$ cat config.mk
export PLATFORM = sky130hd
export DESIGN_NAME = id_decode_pipe
export DESIGN_NICKNAME = d
export VERILOG_FILES = /design/src/rtl/id_pkg.sv /design/src/rtl/reg_file_bypass.sv /design/src/rtl/id_decode_pipe.sv
export SDC_FILE = /design/constraint.sdc
export NUM_CORES = 2
export LEC_CHECK = 0
export CAP_MARGIN = 10
export CELL_PAD_IN_SITES_DETAIL_PLACEMENT = 0
export CELL_PAD_IN_SITES_GLOBAL_PLACEMENT = 1
export CORE_ASPECT_RATIO = 1.4
export CORE_MARGIN = 5
export CORE_UTILIZATION = 50
export CTS_BUF_LIST = sky130_fd_sc_hd__clkbuf_8 sky130_fd_sc_hd__clkbuf_16
export DETAILED_ROUTE_END_ITERATION = 10
export PLACE_DENSITY = 0.9
export REMOVE_ABC_BUFFERS = 1
export SLEW_MARGIN = 20
export SYNTH_ARGS = -nofsm -noshare
export SYNTH_HDL_FRONTEND = slang
export SYNTH_SLANG_ARGS = --single-unit
$ cat constraint.sdc
create_clock -name clk -period 9.1 [get_ports clk]
set_input_delay 0.91 -clock clk [delete_from_list [all_inputs] [get_ports clk]]
set_output_delay 0.91 -clock clk [all_outputs]
set_load 0.01 [all_outputs]
$ cat src/rtl/id_pkg.sv
// rtl/id_pkg.sv - opcode, alu_op and control-bundle definitions shared by the decode stage
package id_pkg;

   localparam logic [5:0] OP_RTYPE = 6'b000000;
   localparam logic [5:0] OP_LW    = 6'b100011;
   localparam logic [5:0] OP_SW    = 6'b101011;
   localparam logic [5:0] OP_BEQ   = 6'b000100;

   localparam logic [1:0] ALU_ADD   = 2'b00;
   localparam logic [1:0] ALU_SUB   = 2'b01;
   localparam logic [1:0] ALU_FUNCT = 2'b10;

   typedef struct packed {
      logic       reg_write;
      logic       mem_to_reg;
      logic       branch;
      logic       mem_write;
      logic       mem_read;
      logic       alu_src;
      logic       reg_dst;
      logic [1:0] alu_op;
      logic       illegal;
   } ctrl_t;

   function automatic ctrl_t decode_op(input logic [5:0] op);
      ctrl_t c;
      c = '0;
      case (op)
         OP_RTYPE: begin
            c.reg_write = 1'b1;
            c.reg_dst   = 1'b1;
            c.alu_op    = ALU_FUNCT;
         end
         OP_LW: begin
            c.reg_write  = 1'b1;
            c.mem_to_reg = 1'b1;
            c.mem_read   = 1'b1;
            c.alu_src    = 1'b1;
            c.alu_op     = ALU_ADD;
         end
         OP_SW: begin
            c.mem_write = 1'b1;
            c.alu_src   = 1'b1;
            c.alu_op    = ALU_ADD;
         end
         OP_BEQ: begin
            c.branch = 1'b1;
            c.alu_op = ALU_SUB;
         end
         default: c.illegal = 1'b1;
      endcase
      return c;
   endfunction

   // Instructions whose rt field is a source operand rather than a destination
   function automatic logic uses_rt(input logic [5:0] op);
      return (op == OP_RTYPE) || (op == OP_SW) || (op == OP_BEQ);
   endfunction

endpackage

$ cat src/rtl/reg_file_bypass.sv
// rtl/reg_file_bypass.sv - 32-entry two-read one-write register file with write-to-read bypass
module reg_file_bypass #(
   parameter int DATA_W   = 32,
   parameter int ZERO_REG = 1
) (
   input  logic              clk,
   input  logic              reset,
   input  logic              we,
   input  logic [4:0]        waddr,
   input  logic [DATA_W-1:0] wdata,
   input  logic [4:0]        raddr_a,
   input  logic [4:0]        raddr_b,
   output logic [DATA_W-1:0] rdata_a,
   output logic [DATA_W-1:0] rdata_b
);

   logic [DATA_W-1:0] regs [32];
   logic              wr_en;

   assign wr_en = we && ((ZERO_REG == 0) || (waddr != 5'd0));

   always_ff @(posedge clk) begin
      if (!reset) begin
         for (int i = 0; i < 32; i++) regs[i] <= '0;
      end else if (wr_en) begin
         regs[waddr] <= wdata;
      end
   end

   // A writeback landing this cycle wins over the stored value
   always_comb begin
      rdata_a = regs[raddr_a];
      if ((ZERO_REG != 0) && (raddr_a == 5'd0)) rdata_a = '0;
      else if (wr_en && (waddr == raddr_a))     rdata_a = wdata;
   end

   always_comb begin
      rdata_b = regs[raddr_b];
      if ((ZERO_REG != 0) && (raddr_b == 5'd0)) rdata_b = '0;
      else if (wr_en && (waddr == raddr_b))     rdata_b = wdata;
   end

endmodule

$ cat src/rtl/id_decode_pipe.sv
// rtl/id_decode_pipe.sv - MIPS decode stage: control decode, load-use hazard and ID/EX register
module id_decode_pipe
   import id_pkg::*;
#(
   parameter int DATA_W   = 32,
   parameter int ZERO_REG = 1
) (
   input  logic              clk,
   input  logic              reset,
   input  logic              if_valid,
   input  logic [31:0]       if_instr,
   input  logic              flush,
   input  logic              wb_reg_write,
   input  logic [4:0]        wb_reg,
   input  logic [DATA_W-1:0] wb_data,
   output logic              id_stall,
   output logic              ex_valid,
   output logic              ex_reg_write,
   output logic              ex_mem_to_reg,
   output logic              ex_branch,
   output logic              ex_mem_write,
   output logic              ex_mem_read,
   output logic              ex_alu_src,
   output logic              ex_reg_dst,
   output logic [1:0]        ex_alu_op,
   output logic [DATA_W-1:0] ex_rs_data,
   output logic [DATA_W-1:0] ex_rt_data,
   output logic [DATA_W-1:0] ex_imm,
   output logic [4:0]        ex_rs,
   output logic [4:0]        ex_rt,
   output logic [4:0]        ex_rd,
   output logic              ex_illegal
);

   logic [5:0]        opcode;
   logic [4:0]        rs, rt, rd;
   logic [DATA_W-1:0] rs_val, rt_val, imm_ext;
   ctrl_t             dec_ctrl, ctrl_q;
   logic              hazard, load;

   assign opcode  = if_instr[31:26];
   assign rs      = if_instr[25:21];
   assign rt      = if_instr[20:16];
   assign rd      = if_instr[15:11];
   assign imm_ext = {{(DATA_W-16){if_instr[15]}}, if_instr[15:0]};
   assign dec_ctrl = decode_op(opcode);

   reg_file_bypass #(
      .DATA_W   (DATA_W),
      .ZERO_REG (ZERO_REG)
   ) u_rf (
      .clk     (clk),
      .reset   (reset),
      .we      (wb_reg_write),
      .waddr   (wb_reg),
      .wdata   (wb_data),
      .raddr_a (rs),
      .raddr_b (rt),
      .rdata_a (rs_val),
      .rdata_b (rt_val)
   );

   // A load in EX cannot forward in time for a consumer sitting in decode
   assign hazard = if_valid && ex_valid && ctrl_q.mem_read && (ex_rt != 5'd0) &&
                   ((ex_rt == rs) || (uses_rt(opcode) && (ex_rt == rt)));

   assign id_stall = hazard && !flush && reset;
   assign load     = if_valid && !flush && !hazard;

   always_ff @(posedge clk) begin
      if (!reset || !load) begin
         ex_valid   <= 1'b0;
         ctrl_q     <= '0;
         ex_rs_data <= '0;
         ex_rt_data <= '0;
         ex_imm     <= '0;
         ex_rs      <= '0;
         ex_rt      <= '0;
         ex_rd      <= '0;
      end else begin
         ex_valid   <= 1'b1;
         ctrl_q     <= dec_ctrl;
         ex_rs_data <= rs_val;
         ex_rt_data <= rt_val;
         ex_imm     <= imm_ext;
         ex_rs      <= rs;
         ex_rt      <= rt;
         ex_rd      <= rd;
      end
   end

   assign ex_reg_write  = ctrl_q.reg_write;
   assign ex_mem_to_reg = ctrl_q.mem_to_reg;
   assign ex_branch     = ctrl_q.branch;
   assign ex_mem_write  = ctrl_q.mem_write;
   assign ex_mem_read   = ctrl_q.mem_read;
   assign ex_alu_src    = ctrl_q.alu_src;
   assign ex_reg_dst    = ctrl_q.reg_dst;
   assign ex_alu_op     = ctrl_q.alu_op;
   assign ex_illegal    = ctrl_q.illegal;

endmodule

-- After elaboration in Yosys (flattened, before gate mapping)
Memories as Yosys holds them, arrays and structs flattened. A register that Yosys moved wholly into a read port is not among the register bits.
Index checks and enable logic that the tools add are counted.
- output and inout bits: 123
- logic and storage cells: 64
- input port bits: 74
- flip-flop bits (word level): 41
- memories: 1
- RAM bits: 1024
- muxes and demuxes: 16
- reductions and logical operators: 29
- equality and inequality tests: 5
- memories (memory ; words ; bits a word ; rd ports ; clocked after Yosys merged registers in ; wr ports ; RTL line ; RTL):
    u_rf.regs ; 32 ; 32 ; 2 ; 2 ; 32 ; reg_file_bypass.sv:17 ; logic [DATA_W-1:0] regs [32];
- operators by type and width (cell ; count):
    $mux W32 ; 1
    $reduce_or A32 Y1 ; 1
    $mux W1 ; 13
    $eq A6 B6 Y1 const B ; 2
    $eq A5 B5 Y1 ; 2
    $logic_and A1 B1 Y1 ; 10
    $logic_not A5 Y1 ; 2
    $reduce_bool A5 Y1 ; 2
    $reduce_or A2 Y1 ; 4
    $eq A6 B3 Y1 const B ; 1
    $logic_not A6 Y1 ; 1
    $mux W5 ; 1
    $logic_not A1 Y1 ; 4
    $logic_or A1 B1 Y1 ; 4
    $pmux W2 S2 ; 1
    $reduce_or A4 Y1 ; 1

-- Longest topological paths before layout
- word-level depth: 11
- depth in mapped cells: 11
- gate-level depth less buffers: 6

-- Cells and area by module
From an unflattened synthesis, not the netlist that was laid out.
- cells, all modules: 4235
- area, all modules: 58810.2 µm²
- modules (own cells, without submodules) (module ; area an instance (µm²) ; instances ; cells an instance ; sequential area each (µm²)):
    reg_file_bypass ; 55413.1 ; 1 ; 3859 ; 30749.5
    id_decode_pipe ; 3397.0 ; 1 ; 376 ; 1981.9

-- Worst setup path before layout
OpenSTA, ideal clock, no wires.
- kind: input to register
- from: input reset
- to: memory u_rf.regs[16][0] (enable)
- buffers on the path: 2
- arrival: 4062 ps
- stages on the path: 6
- data required time: 8634 ps
- library setup time: 466 ps
- setup slack: 4572 ps
- cell sequence: clkbuf_1 -> nand2_1 -> nor2_1 -> nand3b_1 -> clkbuf_1 -> o21ai_0
- RTL lines (what ; RTL line ; RTL):
    start, declared ; id_decode_pipe.sv:9 ; input logic reset,
    end, declared ; reg_file_bypass.sv:17 ;

-- Worst setup path in the final report
- from: input if_instr[17]
- to: output id_stall
- cells in the longest elaborated chain, start to end: 6
- RTL lines (what ; RTL line ; RTL):
    start, declared ; id_decode_pipe.sv:11 ; input logic [31:0] if_instr,
    $eq A5 B5 Y1 ; id_decode_pipe.sv:65 ; ((ex_rt == rs) || (uses_rt(opcode) && (ex_rt == rt)));
    $logic_and A1 B1 Y1 ; id_decode_pipe.sv:65 ;
    $logic_or A1 B1 Y1 ; id_decode_pipe.sv:65 ;
    $logic_and A1 B1 Y1 ; id_decode_pipe.sv:64 ; assign hazard = if_valid && ex_valid && ctrl_q.mem_read && (ex_rt != 5'd0) &&
    $logic_and A1 B1 Y1 (2 in series) ; id_decode_pipe.sv:67 ; assign id_stall = hazard && !flush && reset;
    end, declared ; id_decode_pipe.sv:16 ; output logic id_stall,
Every way passes these cells.

==> qor_table.md <==
| Quantity | This run | Unit |
| --- | --- | --- |
| Largest net degree at the start of global routing | 103 | - |
| Residual DRC count | 0 | - |
| Minimum period implied by the final worst setup slack | 4.56 | ns |
| Setup repair after global routing missed its margin | no | - |
| Endpoint class of the critical path | primary output | - |
| Total wire length | 211 | mm |
| Maximum clock insertion buffer count | 3 | - |
| Kind of path behind the tightest hold check | in2reg | - |
| Switching part of the total | 0.257 | - |
| Final standard cell area without fillers | 65300 | µm² |
| CP required | 8.19 | ns |
| Skew-Pair Late Insertion Delay | 0.77 | ns |
| Core Area | 116000 | µm² |
| Via count of the first global-routing pass | 41254 | - |
| Placed Cells | 5652 | - |
| Final Cycle Share | 0.502 | - |
| Cell depth of the worst flop-to-flop path | 7 | - |
| Launching element type of the critical path | primary input | - |
| Clock-pin slew on the worst setup and hold paths | 0.06 | ns |
| Total of max-cap violations | 0 | - |
| Sequential fraction of the synthesis area | 0.557 | - |
| First-iteration detailed-routing DRC count | 7322 | - |
| Arr. time, crit path | 3.65 | ns |
| Worst-path maximum fanout | 40 | - |
| Pin slew with the least headroom to its limit | 1.19 | ns |
| Cells resized by post-CTS repair | 0 | - |
| DR WL/cell | 36.0 | µm |
| Ratio of cells with drive above 1 in the final layout | 0.167 | - |
| Share of async-settable or async-resettable flops after synthesis | 0 | - |
| Internal cell power | 8800 | µW |
| Timing endpoint of the critical path | id_stall | - |
| Upper clock frequency limit | 219 | MHz |
| Part of the power in registers | 0.511 | - |
| Post-CTS setup buffer count | 0 | - |
| Final worst clock skew | 0.0568 | ns |
| PortBufs | 196 | - |
| Max IR drop VDD | 0.163 | mV |
| Run status | completed | - |
| P&R area growth vs syn | 11.2 | % |
| Height of the chip | 416 | µm |
| Antenna violations before repair | 15 | - |
| Detailed-routing iteration count for the pre-antenna-repair pass | 6 | - |
| Clock group share of total power | 0.369 | - |
| Count of final setup violators | 0 | - |
| Number of max-slew violations in the final report | 0 | - |
| Leakage component of the power | 0.0229 | µW |
| Master cell of the clock root buffer | sky130_fd_sc_hd__clkbuf_16 | - |
| Cell area after synthesis | 58700 | µm² |
| Sink Count | 1123 | - |
| Pwr/cell area | 181 | nW/µm² |
| Overall via count from detail_route | 41461 | - |
| Logic gate share of total power | 0.120 | - |
| First-pass GRT wire length | 295 | mm |
| Top FF cell, synth | sky130_fd_sc_hd__edfxtp_1 | - |
| Initial core utilization | 0.504 | - |
| Cells taking the most area after synthesis | sky130_fd_sc_hd__edfxtp_1 (52%), sky130_fd_sc_hd__mux4_2 (13%), sky130_fd_sc_hd__and2_1 (11%) | - |
| Mean instance size in the synthesized netlist | 13.8 | µm² |
| Crit Reg-Reg Endpoint | ex_rt_data[23] | - |
| CP Launch Point | if_instr[17] | - |
| Post-DR vias/cell | 7.07 | - |
| Critical setup path kind | in2out | - |
| TritonCTS clock tree | done | - |
| Unique masters post-synth | 71 | - |
| Relative slew slack | 0.201 | - |
| Most numerous cell types in the synthesized netlist | sky130_fd_sc_hd__edfxtp_1 (1024), sky130_fd_sc_hd__and2_1 (1018), sky130_fd_sc_hd__mux2i_1 (359) | - |
| Aggregate negative setup slack | 0 | ns |
| Post-layout instance count excluding filler cells | 5864 | - |
| Number of endpoints with negative hold slack in the final report | 0 | - |
| Post-Syn Instances | 4272 | - |
| Post-place setup slack | 4.47 | ns |
| Die Footprint | 125000 | µm² |
| Placed instance area | 62000 | µm² |
| Yosys reg bits | 1123 | - |
| Yosys top cell area share | 0.523 | - |
| Startpoint of the most critical register-to-register path | ex_rt[1] | - |
| Net count, final | 4335 | - |
| Count of nets left with antenna violations after detail routing | 0 | - |
| Number of enable flip-flop cells after synthesis | 1024 | - |
| Most frequent cell after synthesis | sky130_fd_sc_hd__edfxtp_1 | - |
| Filler Cells Inserted | 9044 | - |
| Die boundary width | 300 | µm |
| Number of buffers inserted for hold repair after clock tree synthesis | 0 | - |
| Num ports | 197 | - |
| Number of warnings issued by yosys | 0 | - |
| Switching power | 3050 | µW |
| Num CTS Buffers | 107 | - |
| Power, Total | 11800 | µW |
| Total GRT Usage | 0.331 | - |
| Post-synthesis cell type with the largest combined area | sky130_fd_sc_hd__edfxtp_1 | - |
| Worst setup margin | 4.54 | ns |
| Sum of overflow across all layers after global routing | 0 | - |
| H-tree depth | 3 | - |
| Standard-cell row count | 148 | - |
| Placed wire-length estimate | 116 | mm |
| Routability cong. | 0.889 | - |
| Minimum setup slack among reg-to-reg paths | 5.94 | ns |
-- worst min-delay path by stage --
| stage | from | endpoint | slack, ns | depth (start not counted) |
|---|---|---|---|---|
| floorplan | u_rf.regs[10][0] | ex_rt_data[0] | 0.76 | 5 |
| global placement | u_rf.regs[10][27] | ex_rt_data[27] | 0.80 | 5 |
| detailed placement | u_rf.regs[10][2] | ex_rt_data[2] | 0.83 | 5 |
| CTS | if_instr[25] | ex_rs[4] | 0.44 | 2 |
| global route | if_instr[25] | ex_rs[4] | 0.47 | 2 |
| finish | if_instr[25] | ex_rs[4] | 0.47 | 2 |
-- critical path, stage by stage --
cell and delay (ns):
sky130_fd_sc_hd__buf_8 0.36, sky130_fd_sc_hd__buf_4 0.60, sky130_fd_sc_hd__xnor2_1 0.18, sky130_fd_sc_hd__nand4_1 0.13, sky130_fd_sc_hd__nor4b_2 0.56, sky130_fd_sc_hd__nor2_1 0.09, sky130_fd_sc_hd__nor3_1 0.16, sky130_fd_sc_hd__clkdlybuf4s50_1 0.58
-- flip-flops by register name, summed over array words and instances (netlist names) --
signal / flops
ex_alu_op: 2
ex_alu_src: 1
ex_illegal: 1
ex_imm: 16
ex_mem_read: 1
ex_mem_write: 1
ex_reg_dst: 1
ex_reg_write: 1
ex_rs: 5
ex_rs_data: 32
ex_rt: 5
ex_rt_data: 32
ex_valid: 1
u_rf.regs: 1024
-- per-layer routing --
layer,wire length [µm],track usage
met1,66200,0.388
met2,96200,0.520
met3,30300,0.0986
met4,18600,0.238
met5,8,0
-- cells by family (layout without fill, tap and decap cells) --
family                 after synthesis  in the layout  share of synthesized area
other                                1             44                  0.0000638
multiplexers                       700            700                      0.192
XOR/XNOR                            20             20                    0.00298
AO/OA/AOI/OAI                      568            568                     0.0698
buffers and inverters              475            524                     0.0404
flip-flops                        1123           1123                      0.557
AND/OR/NAND/NOR                   1385           1385                      0.138
-- placed cells by master, fill, tap and decap left out, types with 6 or more instances in the layout --
master,synthesis,routed
sky130_fd_sc_hd__a211oi_1,24,24
sky130_fd_sc_hd__a21oi_1,126,126
sky130_fd_sc_hd__a221o_1,57,57
sky130_fd_sc_hd__a221oi_1,85,85
sky130_fd_sc_hd__a22oi_1,53,53
sky130_fd_sc_hd__a32o_1,30,30
sky130_fd_sc_hd__a32oi_1,8,8
sky130_fd_sc_hd__and2_1,1018,1017
sky130_fd_sc_hd__buf_4,44,128
sky130_fd_sc_hd__clkbuf_16,0,109
sky130_fd_sc_hd__clkbuf_8,0,9
sky130_fd_sc_hd__clkdlybuf4s50_1,0,183
sky130_fd_sc_hd__clkinv_1,1,17
sky130_fd_sc_hd__clkinv_2,0,24
sky130_fd_sc_hd__clkinvlp_4,0,6
sky130_fd_sc_hd__conb_1,1,32
sky130_fd_sc_hd__dfxtp_1,99,99
sky130_fd_sc_hd__diode_2,0,12
sky130_fd_sc_hd__edfxtp_1,1024,1024
sky130_fd_sc_hd__inv_1,2,25
sky130_fd_sc_hd__mux2i_1,359,359
sky130_fd_sc_hd__mux4_2,336,336
sky130_fd_sc_hd__nand2_1,106,106
sky130_fd_sc_hd__nand2b_1,7,7
sky130_fd_sc_hd__nand3_1,55,55
sky130_fd_sc_hd__nand4_1,6,6
sky130_fd_sc_hd__nor2_1,126,93
sky130_fd_sc_hd__nor2_4,0,33
sky130_fd_sc_hd__nor3_1,22,21
sky130_fd_sc_hd__o2111ai_1,30,30
sky130_fd_sc_hd__o211ai_1,28,28
sky130_fd_sc_hd__o21ai_0,101,70
sky130_fd_sc_hd__o21ai_4,0,31
sky130_fd_sc_hd__xnor2_1,16,16
-- area by class of cell --
cell class,instances,area (µm²),area share
flip-flops and latches,1123,32700,0.501
multi-input cells,2705,24400,0.373
repair buffers,320,2910,0.0445
clock buffers,117,2840,0.0434
well taps,1500,1880,0.0287
clock inverters,83,534,0.00818
diodes,12,30.0,0.000460
inverters,4,18.8,0.000287
-- stage by stage --
stage          hold WS [ns]   util
2_1_floorplan         0.755      -
3_3_place_gp          0.802  0.532
3_5_place_dp          0.831  0.532
4_1_cts               0.445  0.561
5_1_grt               0.471  0.561
6_report              0.468  0.561
-- power groups by stage --
stage / registers (µW) / clock network (µW) / logic [µW]
CTS: 6040 / 4370 / 1380
global placement: 6120 / 0 / 1360
finish: 6050 / 4370 / 1420
detailed placement: 6150 / 0 / 1370
global route: 6070 / 4580 / 1460
floorplan: 6110 / 0 / 691
No activity file was read; power rests on OpenSTA's default activity.
